File: config.mk
export PLATFORM = sky130hd
export DESIGN_NAME = health_bar_anim_flat
export DESIGN_NICKNAME = d
export VERILOG_FILES = /design/src/rtl/health_bar_anim_pkg.sv /design/src/rtl/health_bar_anim_if.sv /design/src/rtl/health_bar_anim_rect_hit.sv /design/src/rtl/health_bar_anim.sv /design/src/flat_wrapper.sv
export SDC_FILE = /design/constraint.sdc
export NUM_CORES = 1
export LEC_CHECK = 0
export ABC_AREA = 1
export BUFFER_PORTS_ARGS = -buffer_cell sky130_fd_sc_hd__buf_2
export CORE_UTILIZATION = 55
export DETAILED_ROUTE_END_ITERATION = 6
export PLACE_DENSITY = 0.71
export RECOVER_POWER = 50
export SLEW_MARGIN = 20
export SYNTH_ARGS = -nofsm -noshare
export SYNTH_HDL_FRONTEND = slang
export SYNTH_SLANG_ARGS = --single-unit
export TNS_END_PERCENT = 1
File: constraint.sdc
create_clock -name clk -period 14.7 [get_ports clk]
set_input_delay 4.41 -clock clk [delete_from_list [all_inputs] [get_ports clk]]
set_output_delay 4.41 -clock clk [all_outputs]
set_load 0.1 [all_outputs]
File: src/rtl/health_bar_anim_pkg.sv
// Shared constants for the health bar: OLED geometry, RGB565 palette, FSM states
// and the health-to-pixels scaling helper.
package health_bar_anim_pkg;

  localparam int OLED_W = 96;
  localparam int OLED_H = 64;

  localparam logic [15:0] COL_BLACK    = 16'h0000;
  localparam logic [15:0] COL_WHITE    = 16'hFFFF;
  localparam logic [15:0] COL_YELLOW   = 16'hFFE0;
  localparam logic [15:0] COL_RED      = 16'hF800;
  localparam logic [15:0] COL_GREEN    = 16'h07E0;
  localparam logic [15:0] COL_DARK_RED = 16'h8000;

  typedef enum logic [1:0] {
    S_IDLE  = 2'd0,
    S_HOLD  = 2'd1,
    S_DRAIN = 2'd2,
    S_HEAL  = 2'd3
  } anim_state_e;

  // Floor of h * il / max_h, with the product kept at 32 bits so it never wraps.
  function automatic logic [15:0] scale_len(input logic [15:0] h, input int il, input int max_h);
    logic [31:0] prod;
    prod = {16'h0000, h} * 32'(il);
    return 16'(prod / 32'(max_h));
  endfunction

endpackage

File: src/rtl/health_bar_anim_if.sv
// Game-logic / pixel-mux side of the health bar: live health in, pixel query in,
// colour, ghost health and busy flag out.
interface health_bar_anim_if #(
  parameter int HW = 9
) ();
  logic          tick;
  logic          load;
  logic [HW-1:0] curr_health;
  logic [12:0]   pixel_index;
  logic [15:0]   oled_colour;
  logic [HW-1:0] shown_health;
  logic          anim_busy;

  modport master (
    output tick, load, curr_health, pixel_index,
    input  oled_colour, shown_health, anim_busy
  );

  modport slave (
    input  tick, load, curr_health, pixel_index,
    output oled_colour, shown_health, anim_busy
  );
endinterface

File: src/rtl/health_bar_anim_rect_hit.sv
// Point-in-rectangle test: hit when x0 <= x < x0+len and y0 <= y < y0+h.
module health_rect_hit #(
  parameter int W = 8
) (
  input  logic [W-1:0] x_i,
  input  logic [W-1:0] y_i,
  input  logic [W-1:0] x0_i,
  input  logic [W-1:0] y0_i,
  input  logic [W-1:0] len_i,
  input  logic [W-1:0] h_i,
  output logic         hit_o
);
  logic [W:0] x_end;
  logic [W:0] y_end;

  // One extra bit so a rectangle touching the far edge cannot wrap.
  assign x_end = {1'b0, x0_i} + {1'b0, len_i};
  assign y_end = {1'b0, y0_i} + {1'b0, h_i};

  assign hit_o = (x_i >= x0_i) && ({1'b0, x_i} < x_end) &&
                 (y_i >= y0_i) && ({1'b0, y_i} < y_end);
endmodule

File: src/rtl/health_bar_anim.sv
// Animated health bar: ghost-trail FSM (hold, drain, heal), low-health flash,
// and a registered RGB565 pixel colour for the OLED mux.
module health_bar_anim
  import health_bar_anim_pkg::*;
#(
  parameter int HW          = 9,
  parameter int MAX_HEALTH  = 400,
  parameter int X_START     = 55,
  parameter int Y_START     = 2,
  parameter int BAR_LEN     = 40,
  parameter int BAR_HEIGHT  = 8,
  parameter int MIRROR      = 0,
  parameter int HOLD_TICKS  = 16,
  parameter int DRAIN_STEP  = 1,
  parameter int LOW_HEALTH  = 80,
  parameter int FLASH_TICKS = 8
) (
  input logic              clk,
  input logic              rst_n,
  health_bar_anim_if.slave bus
);
  localparam int IL  = BAR_LEN - 2;
  localparam int HCW = $clog2(HOLD_TICKS + 1);
  localparam int FCW = $clog2(FLASH_TICKS + 1);
  localparam logic [HW-1:0]  MAX_H       = HW'(MAX_HEALTH);
  localparam logic [HW-1:0]  STEP        = HW'(DRAIN_STEP);
  localparam logic [HW-1:0]  LOW_H       = HW'(LOW_HEALTH);
  localparam logic [HCW-1:0] HOLD_RELOAD = HCW'(HOLD_TICKS);
  localparam logic [FCW-1:0] FLASH_LAST  = FCW'(FLASH_TICKS - 1);

  anim_state_e    state_q, state_d;
  logic [HW-1:0]  ghost_q, ghost_d, prev_c_q;
  logic [HW-1:0]  c, lo, hi, dn_amt, up_amt;
  logic [HCW-1:0] hold_q, hold_d;
  logic [FCW-1:0] flash_cnt_q, flash_cnt_d;
  logic           flash_q, flash_d, low;
  logic [15:0]    colour_q, colour_d;

  assign c      = (bus.curr_health > MAX_H) ? MAX_H : bus.curr_health;
  assign low    = (c != '0) && (c <= LOW_H);
  assign dn_amt = ((ghost_q - c) < STEP) ? (ghost_q - c) : STEP;
  assign up_amt = ((c - ghost_q) < STEP) ? (c - ghost_q) : STEP;

  // State may move on any cycle; ghost and the hold countdown only advance on tick.
  always_comb begin
    state_d = state_q;
    ghost_d = ghost_q;
    hold_d  = hold_q;
    if (bus.load) begin
      state_d = S_IDLE;
      ghost_d = c;
      hold_d  = '0;
    end else begin
      unique case (state_q)
        S_IDLE: begin
          if (c < ghost_q) begin
            state_d = S_HOLD;
            hold_d  = HOLD_RELOAD;
          end else if (c > ghost_q) begin
            state_d = S_HEAL;
          end
        end
        S_HOLD: begin
          if (c > ghost_q)          state_d = S_HEAL;
          else if (c == ghost_q)    state_d = S_IDLE;
          else if (c < prev_c_q)    hold_d  = HOLD_RELOAD;
          else if (bus.tick) begin
            if (hold_q == '0) state_d = S_DRAIN;
            else              hold_d  = hold_q - HCW'(1);
          end
        end
        S_DRAIN: begin
          if (c > ghost_q)          state_d = S_HEAL;
          else if (c == ghost_q)    state_d = S_IDLE;
          else if (bus.tick) begin
            ghost_d = ghost_q - dn_amt;
            if (ghost_d == c) state_d = S_IDLE;
          end
        end
        S_HEAL: begin
          if (c < ghost_q) begin
            state_d = S_HOLD;
            hold_d  = HOLD_RELOAD;
          end else if (c == ghost_q) begin
            state_d = S_IDLE;
          end else if (bus.tick) begin
            ghost_d = ghost_q + up_amt;
            if (ghost_d == c) state_d = S_IDLE;
          end
        end
        default: state_d = S_IDLE;
      endcase
    end
  end

  always_comb begin
    flash_cnt_d = flash_cnt_q;
    flash_d     = flash_q;
    if (bus.load || !low) begin
      flash_cnt_d = '0;
      flash_d     = 1'b0;
    end else if (bus.tick) begin
      if (flash_cnt_q == FLASH_LAST) begin
        flash_cnt_d = '0;
        flash_d     = ~flash_q;
      end else begin
        flash_cnt_d = flash_cnt_q + FCW'(1);
      end
    end
  end

  // Pixel decode: index 0 is the border rectangle, index 1 the inner fill area.
  logic [7:0]  x_pix, y_pix, off_raw, off;
  logic [7:0]  rect_x0 [2];
  logic [7:0]  rect_y0 [2];
  logic [7:0]  rect_w  [2];
  logic [7:0]  rect_h  [2];
  logic [1:0]  rect_hit;
  logic [15:0] len_lo, len_hi;

  assign x_pix = 8'(bus.pixel_index % 13'(OLED_W));
  assign y_pix = 8'(bus.pixel_index / 13'(OLED_W));

  assign rect_x0[0] = 8'(X_START);
  assign rect_y0[0] = 8'(Y_START);
  assign rect_w[0]  = 8'(BAR_LEN);
  assign rect_h[0]  = 8'(BAR_HEIGHT);
  assign rect_x0[1] = 8'(X_START + 1);
  assign rect_y0[1] = 8'(Y_START + 1);
  assign rect_w[1]  = 8'(IL);
  assign rect_h[1]  = 8'(BAR_HEIGHT - 2);

  for (genvar gi = 0; gi < 2; gi++) begin : g_rect
    health_rect_hit #(.W(8)) u_hit (
      .x_i   (x_pix),
      .y_i   (y_pix),
      .x0_i  (rect_x0[gi]),
      .y0_i  (rect_y0[gi]),
      .len_i (rect_w[gi]),
      .h_i   (rect_h[gi]),
      .hit_o (rect_hit[gi])
    );
  end

  assign lo      = (c < ghost_q) ? c : ghost_q;
  assign hi      = (c < ghost_q) ? ghost_q : c;
  assign len_lo  = scale_len(16'(lo), IL, MAX_HEALTH);
  assign len_hi  = scale_len(16'(hi), IL, MAX_HEALTH);
  assign off_raw = x_pix - 8'(X_START + 1);
  assign off     = (MIRROR != 0) ? (8'(IL - 1) - off_raw) : off_raw;

  always_comb begin
    colour_d = COL_BLACK;
    if (rect_hit[1]) begin
      if ({8'h00, off} < len_lo)      colour_d = flash_q ? COL_WHITE : COL_YELLOW;
      else if ({8'h00, off} < len_hi) colour_d = (ghost_q > c) ? COL_RED : COL_GREEN;
      else                            colour_d = COL_DARK_RED;
    end else if (rect_hit[0]) begin
      colour_d = COL_WHITE;
    end
  end

  always_ff @(posedge clk or negedge rst_n) begin
    if (!rst_n) begin
      state_q     <= S_IDLE;
      ghost_q     <= MAX_H;
      prev_c_q    <= MAX_H;
      hold_q      <= '0;
      flash_cnt_q <= '0;
      flash_q     <= 1'b0;
      colour_q    <= COL_BLACK;
    end else begin
      state_q     <= state_d;
      ghost_q     <= ghost_d;
      prev_c_q    <= c;
      hold_q      <= hold_d;
      flash_cnt_q <= flash_cnt_d;
      flash_q     <= flash_d;
      colour_q    <= colour_d;
    end
  end

  assign bus.oled_colour  = colour_q;
  assign bus.shown_health = ghost_q;
  assign bus.anim_busy    = (state_q != S_IDLE);
endmodule
File: src/flat_wrapper.sv
// flat-port wrapper written by rule: the top's interface ports become plain ports
module health_bar_anim_flat import health_bar_anim_pkg::*;
#(
  parameter int HW          = 9,
  parameter int MAX_HEALTH  = 400,
  parameter int X_START     = 55,
  parameter int Y_START     = 2,
  parameter int BAR_LEN     = 40,
  parameter int BAR_HEIGHT  = 8,
  parameter int MIRROR      = 0,
  parameter int HOLD_TICKS  = 16,
  parameter int DRAIN_STEP  = 1,
  parameter int LOW_HEALTH  = 80,
  parameter int FLASH_TICKS = 8
)
  (clk, rst_n, bus_tick, bus_load, bus_curr_health, bus_pixel_index, bus_oled_colour, bus_shown_health, bus_anim_busy);
  health_bar_anim_if #(.HW(HW)) bus_i ();
  input logic clk;
  input logic rst_n;
  input wire logic [$bits(bus_i.tick)-1:0] bus_tick;
  input wire logic [$bits(bus_i.load)-1:0] bus_load;
  input wire logic [$bits(bus_i.curr_health)-1:0] bus_curr_health;
  input wire logic [$bits(bus_i.pixel_index)-1:0] bus_pixel_index;
  output wire logic [$bits(bus_i.oled_colour)-1:0] bus_oled_colour;
  output wire logic [$bits(bus_i.shown_health)-1:0] bus_shown_health;
  output wire logic [$bits(bus_i.anim_busy)-1:0] bus_anim_busy;
  assign bus_i.tick = bus_tick;
  assign bus_i.load = bus_load;
  assign bus_i.curr_health = bus_curr_health;
  assign bus_i.pixel_index = bus_pixel_index;
  assign bus_oled_colour = bus_i.oled_colour;
  assign bus_shown_health = bus_i.shown_health;
  assign bus_anim_busy = bus_i.anim_busy;
  health_bar_anim #(.HW(HW), .MAX_HEALTH(MAX_HEALTH), .X_START(X_START), .Y_START(Y_START), .BAR_LEN(BAR_LEN), .BAR_HEIGHT(BAR_HEIGHT), .MIRROR(MIRROR), .HOLD_TICKS(HOLD_TICKS), .DRAIN_STEP(DRAIN_STEP), .LOW_HEALTH(LOW_HEALTH), .FLASH_TICKS(FLASH_TICKS)) u_core (.clk(clk), .rst_n(rst_n), .bus(bus_i));
endmodule
==> run_summary.xml <==
<?xml version="1.0" encoding="UTF-8"?>
<metrics>
  <group name="run_status">
    <metric name="result_of_the_run" unit="">complete, but fails checks</metric>
    <metric name="failing_checks" unit="">DRC, capacitance limit, slew limit</metric>
  </group>
  <group name="drt">
    <metric name="detailedRoute.firstIterationViolations" unit="">579</metric>
    <metric name="route.final.wire_length" unit="µm">26700</metric>
    <metric name="route.antenna.remaining_nets" unit="">0</metric>
    <metric name="wl_per_cell" unit="µm">13.1</metric>
    <metric name="route.detailed.drc" unit="">12</metric>
    <metric name="vias_per_cell" unit="">5.33</metric>
    <metric name="detail_route.first_pass.iterations" unit="">7</metric>
    <metric name="detailroute.via_count" unit="">10827</metric>
  </group>
  <group name="clocking">
    <metric name="clk_latency" unit="ps">280</metric>
    <metric name="cts.root.buffer_cell" unit="">sky130_fd_sc_hd__clkbuf_16</metric>
    <metric name="cts_inserted_buffers" unit="">5</metric>
    <metric name="cts_tree" unit="">done</metric>
    <metric name="cts.clk_slew.worst_paths" unit="ps">60</metric>
    <metric name="cts_sinks" unit="">34</metric>
    <metric name="max-clock-path-buffers" unit="">2</metric>
    <metric name="cts-htree-levels" unit="">2</metric>
  </group>
  <group name="setup_path">
    <metric name="path_buf_inv" unit="">14</metric>
    <metric name="slowest_stage" unit="">sky130_fd_sc_hd__fa_1</metric>
    <metric name="critPathLaunchType" unit="">input pin</metric>
    <metric name="crit_path_max_cell_delay" unit="ps">490</metric>
    <metric name="worstPathMaxFanout" unit="">15</metric>
    <metric name="path_depth" unit="">80</metric>
    <metric name="worst-setup-path-type" unit="">input pin to register</metric>
    <metric name="r2r.worst_path.cells" unit="">70</metric>
    <metric name="cpLargestDelayFamily" unit="">simple AND/OR/NAND/NOR gates</metric>
    <metric name="critical_path_end_type" unit="">register</metric>
    <metric name="crit_path_frequent_cell" unit="">sky130_fd_sc_hd__nand2_1</metric>
    <metric name="critical_path_arrival" unit="ps">13830</metric>
    <metric name="crit_required" unit="ps">14850</metric>
  </group>
  <group name="synth">
    <metric name="synthDominantCellAreaShare" unit="">0.185</metric>
    <metric name="largest_cells_by_area_after_synthesis" unit="">sky130_fd_sc_hd__nand2_1 19%, sky130_fd_sc_hd__ha_1 13%, sky130_fd_sc_hd__inv_1 10%</metric>
    <metric name="synth_xor_xnor_area_share" unit="">0.0687</metric>
    <metric name="post_synth_most_frequent_cells" unit="">510 x sky130_fd_sc_hd__nand2_1, 286 x sky130_fd_sc_hd__inv_1, 138 x sky130_fd_sc_hd__nor2_1</metric>
    <metric name="synth-simple-area-share" unit="">0.430</metric>
    <metric name="synth_fa_ha_area_frac" unit="">0.159</metric>
    <metric name="synth_top_family_by_area" unit="">simple AND/OR/NAND/NOR gates</metric>
    <metric name="synth_mux_area_frac" unit="">0</metric>
    <metric name="synthFlopType" unit="">sky130_fd_sc_hd__dfrtp_1</metric>
    <metric name="post_synth_instance_area" unit="mm²">0.0103</metric>
    <metric name="seq_area_frac_synth" unit="">0.0831</metric>
    <metric name="synth-warning-count" unit="">0</metric>
    <metric name="synth-async-reset-ratio" unit="">1.00</metric>
    <metric name="cells_after_synth" unit="">1746</metric>
    <metric name="yosys.cell_count.top_type" unit="">sky130_fd_sc_hd__nand2_1</metric>
    <metric name="ff_latch_count_synth" unit="">34</metric>
    <metric name="synthesis.area_per_instance" unit="µm²">5.92</metric>
    <metric name="synth_compound_gate_area_share" unit="">0.121</metric>
    <metric name="synth.distinct_cells" unit="">59</metric>
    <metric name="synth_area_leader_cell" unit="">sky130_fd_sc_hd__nand2_1</metric>
    <metric name="synth_edf_count" unit="">0</metric>
  </group>
  <group name="layout">
    <metric name="final_util" unit="">0.605</metric>
    <metric name="post_route_cells_drive_above_1_share" unit="">0.120</metric>
    <metric name="diodes" unit="">0</metric>
    <metric name="post_layout_nonfiller_instances" unit="">2031</metric>
    <metric name="area_growth" unit="%">6.59</metric>
    <metric name="fillCellCount" unit="">1838</metric>
    <metric name="nets" unit="">1950</metric>
  </group>
  <group name="floorplan">
    <metric name="io-pin-count" unit="">52</metric>
    <metric name="die_area" unit="mm²">0.0193</metric>
    <metric name="floorplan.initialDensity" unit="">0.567</metric>
    <metric name="die_width" unit="µm">139</metric>
    <metric name="die_y" unit="µm">139</metric>
    <metric name="placementRows" unit="">49</metric>
    <metric name="design.core.area" unit="mm²">0.0182</metric>
  </group>
  <group name="grt">
    <metric name="grtUsageMet2" unit="">0.469</metric>
    <metric name="antenna_found_initial" unit="">0</metric>
    <metric name="first_global_vias" unit="">9817</metric>
    <metric name="grt_use_total" unit="">0.277</metric>
    <metric name="met1_usage" unit="">0.389</metric>
    <metric name="first_pass_grt_wire_length" unit="µm">45400</metric>
    <metric name="most_crowded_layer_after_global_routing" unit="">met2</metric>
    <metric name="grt_overflow_total" unit="">0</metric>
    <metric name="groute.layer.met3.usage" unit="">0.0204</metric>
    <metric name="pin_count_of_the_biggest_net_entering_global_routing" unit="">35</metric>
  </group>
  <group name="hold_path">
    <metric name="hold-path-cell-count" unit="">2</metric>
    <metric name="holdCritPathClass" unit="">register to register</metric>
  </group>
  <group name="placed_design">
    <metric name="dp.cells" unit="">2019</metric>
    <metric name="finalWeightedCongestion" unit="">0.931</metric>
    <metric name="post-dp-hpwl" unit="µm">22300</metric>
    <metric name="io_buffer_count" unit="">51</metric>
  </group>
  <group name="timing">
    <metric name="slew-limit-headroom" unit="">-0.360</metric>
    <metric name="final-setup-viol-count" unit="">0</metric>
    <metric name="fmax" unit="MHz">73.1</metric>
    <metric name="final_max_slew_viol_count" unit="">35</metric>
    <metric name="final.min_clock_period" unit="ps">13680</metric>
    <metric name="fin_hold_ws" unit="ps">520</metric>
    <metric name="timing.final.hold_violations" unit="">0</metric>
    <metric name="worst_slew_pin_slew" unit="ps">2040</metric>
    <metric name="min_period_over_period" unit="">0.930</metric>
    <metric name="final.setup_skew" unit="ps">8.62</metric>
  </group>
  <group name="flow_run">
    <metric name="drv.max_cap_violation_count" unit="">1</metric>
  </group>
</metrics>
==> area by class of cell <==
class / instances / area [µm²] / share of cell area
multi-input cells: 1383 / 8160 / 0.741
clock buffers: 5 / 125 / 0.0114
flip-flops and latches: 34 / 858 / 0.0779
inverters: 308 / 1160 / 0.105
clock inverters: 3 / 45.0 / 0.00409
well taps: 229 / 287 / 0.0260
repair buffers: 69 / 375 / 0.0341
==> layout by cell type, fill, tap and decap left out, drive strengths merged, types with 3 or more instances in the layout <==
cell and n:
a2111oi 3, nand3b 9, a21oi 73, fa 14, o21ai 84, nor3 17
nand3 151, dfstp 6, and2 4, xnor2 17, nor2 166, nor4 4
clkinv 4, nand2 558, o31ai 3, o211ai 6, o2111ai 5, o22ai 12
nand4 45, clkbuf 13, dfrtp 28, buf 61, inv 304, o221ai 3
ha 109, a31oi 5, conb 16, xor2 61
==> through the flow <==
stage | TNS, ps | area [µm²] | setup slack [ps]
6_report | 0 | 11000 | 1020
5_1_grt | -14.0 | 11000 | -6.87
4_1_cts | 0 | 10900 | 198
3_5_place_dp | -222 | 10800 | -89.2
3_3_place_gp | -30.5 | 10800 | -30.5
2_1_floorplan | 0 | 10400 | 1380
==> sequential cells by signal (all words and copies together) (netlist names) <==
register	cells
u_core.prev_c_q	9
u_core.state_q	2
u_core.bus.oled_colour	4
u_core.hold_q	5
u_core.flash_cnt_q	4
u_core.flash_q	1
u_core.bus.shown_health	9
==> worst register-to-register path: cells and delay by family, from the launching register on <==
kind / cells / cell delay (ps)
AOI/OAI and AO/OA: 5 / 900
xor gates and xnor gates: 1 / 280
adders and majority gates: 5 / 1810
buffers and inverters: 12 / 1160
DFF: 1 / 640
and+or+nand+nor: 47 / 4690
==> path summary, 6_finish.rpt <==
| check | startpoint | end | slack [ps] |
|---|---|---|---|
| max | bus_curr_health[2] | u_core.bus.oled_colour[14] | 1020 |
| min | u_core.hold_q[4] | u_core.hold_q[4] | 520 |
| max reg2reg | u_core.bus.shown_health[8] | u_core.bus.oled_colour[14] | 5080 |
| min reg2reg | u_core.hold_q[4] | u_core.hold_q[4] | 520 |
| max in group asynchronous | rst_n | u_core.bus.oled_colour[15] | 8820 |
| min in group asynchronous | rst_n | u_core.hold_q[0] | 4700 |
==> kinds of logic after synthesis <==
group	count (synthesis)
simple gates	959
buf+inv	344
compound gates	206
fa+ha+maj	123
xor+xnor	78
flops	34
other cells	2
==> metal layers <==
layer	vias up	wire length (µm)
met2	289	11900
met3	24	1310
met1	4843	13200
met5	-	0
met4	0	308
li1	5671	-
==> timing repair <==
item | 4_1_cts | 5_1_grt
buffers inserted | 0 | 3
setup endpoints to repair | 0 | 4
gates resized for setup | 0 | 24
hold buffers | 0 | 0
Power is not shown: default switching activity piles up to over one toggle a cycle in this logic, so the estimate is an artifact.
